===== src/rtl/bcd_pkg.sv =====
// bcd_pkg: shared types, constants and helpers for the binary-to-BCD converter.
package bcd_pkg;

    typedef enum logic [1:0] {IDLE, CONVERT, DONE} bcd_state_t;

    localparam int BCD_DIGIT_W = 4;

    function automatic logic [63:0] pow10(input int n);
        logic [63:0] r;
        r = 64'd1;
        for (int i = 0; i < n; i++) r = r * 64'd10;
        return r;
    endfunction

endpackage


===== src/rtl/bcd_digit_adjust.sv =====
// bcd_digit_adjust: double-dabble digit correction, add 3 to any digit of 5 or more.
module bcd_digit_adjust
    import bcd_pkg::*;
(
    input  logic [BCD_DIGIT_W-1:0] d_in,
    output logic [BCD_DIGIT_W-1:0] d_out
);

    always_comb d_out = (d_in >= BCD_DIGIT_W'(5)) ? d_in + BCD_DIGIT_W'(3) : d_in;

endmodule


===== src/rtl/binary_to_bcd_converter.sv =====
// binary_to_bcd_converter: sequential double-dabble, one bit per clock, with a saturating overflow flag.
module binary_to_bcd_converter
    import bcd_pkg::*;
#(
    parameter int BIN_WIDTH = 24,
    parameter int DIGITS    = 7
) (
    input  logic                         clk,
    input  logic                         reset,
    input  logic                         start,
    input  logic [BIN_WIDTH-1:0]         binary_in,
    output logic                         ready,
    output logic                         done,
    output logic                         overflow,
    output logic [BCD_DIGIT_W*DIGITS-1:0] BCD_code
);

    localparam int          WW      = BCD_DIGIT_W * DIGITS;
    localparam int          CW      = $clog2(BIN_WIDTH + 1);
    localparam logic [63:0] MAX_VAL = pow10(DIGITS) - 64'd1;
    localparam logic [WW-1:0] SAT   = {DIGITS{4'h9}};

    bcd_state_t           state_q, state_d;
    logic [BIN_WIDTH-1:0] shift_q, shift_d;
    logic [WW-1:0]        work_q, work_d, adj;
    logic [CW-1:0]        cnt_q, cnt_d;
    logic                 ovf_pend_q, ovf_pend_d;
    logic                 ready_q, ready_d;
    logic                 done_q, done_d;
    logic                 overflow_q, overflow_d;
    logic [WW-1:0]        bcd_q, bcd_d;

    for (genvar i = 0; i < DIGITS; i++) begin : g_adj
        bcd_digit_adjust u_adj (
            .d_in  (work_q[BCD_DIGIT_W*i +: BCD_DIGIT_W]),
            .d_out (adj[BCD_DIGIT_W*i +: BCD_DIGIT_W])
        );
    end

    always_comb begin
        state_d    = state_q;
        shift_d    = shift_q;
        work_d     = work_q;
        cnt_d      = cnt_q;
        ovf_pend_d = ovf_pend_q;
        ready_d    = ready_q;
        done_d     = 1'b0;
        overflow_d = overflow_q;
        bcd_d      = bcd_q;
        case (state_q)
            IDLE: if (start) begin
                shift_d    = binary_in;
                work_d     = '0;
                cnt_d      = CW'(BIN_WIDTH);
                ovf_pend_d = 64'(binary_in) > MAX_VAL;
                ready_d    = 1'b0;
                state_d    = CONVERT;
            end
            CONVERT: begin
                // Top-digit carry is dropped; it only occurs for saturated inputs.
                work_d  = {adj[WW-2:0], shift_q[BIN_WIDTH-1]};
                shift_d = shift_q << 1;
                cnt_d   = cnt_q - 1'b1;
                if (cnt_q == CW'(1)) begin
                    state_d    = DONE;
                    done_d     = 1'b1;
                    overflow_d = ovf_pend_q;
                    bcd_d      = ovf_pend_q ? SAT : work_d;
                end
            end
            DONE: begin
                state_d = IDLE;
                ready_d = 1'b1;
            end
            default: begin
                state_d = IDLE;
                ready_d = 1'b1;
            end
        endcase
    end

    always_ff @(posedge clk) begin
        if (reset) begin
            state_q    <= IDLE;
            shift_q    <= '0;
            work_q     <= '0;
            cnt_q      <= '0;
            ovf_pend_q <= 1'b0;
            ready_q    <= 1'b1;
            done_q     <= 1'b0;
            overflow_q <= 1'b0;
            bcd_q      <= '0;
        end else begin
            state_q    <= state_d;
            shift_q    <= shift_d;
            work_q     <= work_d;
            cnt_q      <= cnt_d;
            ovf_pend_q <= ovf_pend_d;
            ready_q    <= ready_d;
            done_q     <= done_d;
            overflow_q <= overflow_d;
            bcd_q      <= bcd_d;
        end
    end

    assign ready    = ready_q;
    assign done     = done_q;
    assign overflow = overflow_q;
    assign BCD_code = bcd_q;

endmodule


===== config.mk =====
export PLATFORM = sky130hd
export DESIGN_NAME = binary_to_bcd_converter
export DESIGN_NICKNAME = d
export VERILOG_FILES = /design/src/rtl/bcd_pkg.sv /design/src/rtl/bcd_digit_adjust.sv /design/src/rtl/binary_to_bcd_converter.sv
export SDC_FILE = /design/constraint.sdc
export NUM_CORES = 1
export LEC_CHECK = 0
export CAP_MARGIN = 20
export CORE_MARGIN = 1.5
export CORE_UTILIZATION = 50
export DETAILED_ROUTE_END_ITERATION = 12
export DONT_BUFFER_PORTS = 1
export PLACE_DENSITY = 0.68
export SYNTH_ARGS = -nofsm -noshare
export SYNTH_HDL_FRONTEND = slang
export SYNTH_HIERARCHICAL = 1
export SYNTH_SLANG_ARGS = --single-unit

===== constraint.sdc =====
create_clock -name clk -period 2.6 [get_ports clk]
set_clock_uncertainty 0.1 [all_clocks]
set_input_delay 0.26 -clock clk [delete_from_list [all_inputs] [get_ports clk]]
set_output_delay 0.26 -clock clk [all_outputs]
set_load 0.005 [all_outputs]

==> results.md <==
- Status: finished clean
- Worst setup path endpoint: shift_q[19]
- Vias in the first global route: 3443
- Wire length of the first global-routing pass: 15940 um
- Post-CTS Setup Repair Bufs: 0
- Setup repair after global routing missed its margin: false
- Global-route congestion overflow total: 0
- Final GP Congestion: 0.7696
- Initial Utilization: 52.05%
- Total vias in the final route: ~3800
- Synthesized cell area: between 0.004 and 0.005 sq mm
- Number of optimization iterations in the first detailed-route pass: 4
- Routing usage on met2: 35.97%
- Fraction of met3 tracks used by global routing: under 10%
- Total of max-cap violations: 0
- Clk pin slew, worst setup/hold paths: 0.09 ns
- Transition time at the pin with the least slew margin: 0.6564 ns
- Final Non-Filler Cells: about 670
- Resize count post-CTS: 0
- Final ANT Viol Nets: 0
- Worst Path Required: ~2.8 ns
- Global Route met1 Usage: between 20% and 30%
- Setup slack of the worst register-to-register path: roughly 0.39 ns
- Path category of the worst min-delay check: primary input to register
- Synth Instances: 558
- Initial antenna violation count: 0
- Crit path DAT: approximately 2.4 ns
- Count of synthesis-stage warnings from yosys: 6
- Per-instance average area after synthesis: 7.702 sq um
- Startpoint-to-endpoint class of the critical path: register to register
- Detailed placement HPWL: 5848 um
- LEAKAGE: 0.001759 uW
- Highest net fanout along the worst path: 44
- RR Startpoint: state_q[0]
- Power per unit of standard cell area: around 570 mW/mm^2
- Final Hold Viols: 0
- Inst Count DP: 628
- R2R depth: 6
- Number of top-level design ports: between 50 and 60
- Per-cell via count in the routed design: approximately 5.7
- Average wire length per cell after detail routing: about 14 um
- Post-Route WL: around 9400 um
- Critical Path Source Type: register
- Width of the chip: approximately 96 um
- Setup TNS Final: 0 ns
- Overall routing resource usage: about 22%
- Global-route layer with the greatest usage: met2
- Iteration-0 DRC count of the detailed router: approximately 200
- IR Drop Worst-Case VDD: between 0.3 and 0.4 mV
- Proportion of layout cells with a drive suffix above 1: 6.206%
- Final Setup Violations: 0
- Time the worst path needs with I/O delays and setup: 2.210 ns
- Number of stages on the worst hold path: 2
- Number of nets in the final layout: ~600
- Clock H-tree levels: 3
- Hold-fix buffers at CTS: 26
- Post-Synthesis Net Count: ~600
- Number of CTS-inserted buffers: 9
- Endpoint class of the critical path: register
- Vertical die dimension: 95.72 um
- Placement row count: 33
- Worst slew margin relative to its limit: ~56%
- Fraction of the core area covered by cells at the end of the flow: between 50% and 60%
- P&R area growth vs syn: 12.05%
- Crit path launch: state_q[0]
- Antenna Cells: 0
- Final routed DRC violation total: 0
- Max Freq: between 0.4 and 0.5 GHz
- Capture point of the worst reg-to-reg path: shift_q[19]
- Max-slew violation count: 0
- Clock tree root buffer cell: sky130_fd_sc_hd__clkbuf_8
- Count of buffers from port buffering: 0
- CTS tree: built
- Clock insertion delay at the later pin of the skew report: about 0.35 ns
- Die outline area: slightly above 0.009 sq mm
- Core area: 0.008258 sq mm
- Final critical-path share of the clock period: a little over four fifths
- Clk sink count: 91
- Max Root-Sink Buffers: 2
- Largest net degree at the start of global routing: 92
==> layout by cell type (no fill, tap or decap), types with 7 or more instances in the layout <==
cell type,n
sky130_fd_sc_hd__a21oi_1,52
sky130_fd_sc_hd__a21oi_2,7
sky130_fd_sc_hd__a311oi_1,23
sky130_fd_sc_hd__clkbuf_8,10
sky130_fd_sc_hd__dfxtp_1,91
sky130_fd_sc_hd__dlygate4sd3_1,25
sky130_fd_sc_hd__ha_1,16
sky130_fd_sc_hd__inv_1,16
sky130_fd_sc_hd__mux2i_1,7
sky130_fd_sc_hd__nand2_1,120
sky130_fd_sc_hd__nand2b_1,14
sky130_fd_sc_hd__nand3_1,33
sky130_fd_sc_hd__nand3b_1,16
sky130_fd_sc_hd__nor2_1,51
sky130_fd_sc_hd__nor3_1,30
sky130_fd_sc_hd__o21ai_0,8
sky130_fd_sc_hd__xnor2_1,8
==> how the worst min path moves through the flow <==
| stage | startpoint | to | slack, ns |
|---|---|---|---|
| after floorplan | binary_in[0] | shift_q[0] | 0.30 |
| after global routing | start | ready | 0.06 |
| final | start | ready | 0.04 |
| after detailed placement | reset | shift_q[5] | 0.24 |
| after CTS | start | ready | 0.03 |
| after global placement | reset | work_q[2] | 0.24 |
==> worst max-delay path, cell delays in order, from the launching register on <==
cell	delay (ns)
sky130_fd_sc_hd__dfxtp_1	0.36
sky130_fd_sc_hd__nand2b_1	0.15
sky130_fd_sc_hd__or2_2	0.36
sky130_fd_sc_hd__buf_12	0.27
sky130_fd_sc_hd__nand2_1	0.07
sky130_fd_sc_hd__a311oi_1	0.26
sky130_fd_sc_hd__dlygate4sd3_1	0.57
==> power by group <==
group,internal [uW],switching [uW]
Sequential,1450,36.6
Clock,458,469
Combinational,122,191
==> sequential cells by signal, summed over array words and instances, names as in the netlist <==
signal,count
ready,1
cnt_q,5
done,1
overflow,1
state_q,2
BCD_code,28
shift_q,24
ovf_pend_q,1
work_q,28
==> layout make-up <==
type / count / area [sq um]
clock inverter: 3 / 40.04
fill: 781 / 3442
inverter: 16 / 60.06
clock buffer: 11 / 141.4
timing repair buffer: 34 / 375.4
tap: 105 / 131.4
multi-input combinational: 409 / 2246
sequential: 91 / 1822
==> per-stage QoR <==
| step | setup WS, ns | power, uW | cell area, sq um | hold slack (ns) |
|---|---|---|---|---|
| after detailed placement | 0.5704 | 1769 | 4337 | 0.2423 |
| final | 0.3902 | 2730 | 4816 | 0.03872 |
| after global placement | 0.6394 | 1759 | 4337 | 0.2388 |
| after floorplan | 1.122 | 1732 | 4298 | 0.2960 |
| after CTS | 0.08781 | 2731 | 4796 | 0.03019 |
| after global routing | 0.2444 | 2847 | 4816 | 0.05765 |
==> layer usage <==
metal | wire length [um] | vias to the layer above
met4 | 81 | 0
met1 | 4514 | 1822
met2 | 4462 | 59
met5 | 0 | -
li1 | - | 1894
met3 | 388 | 8
(Power assumes the default switching activity.)
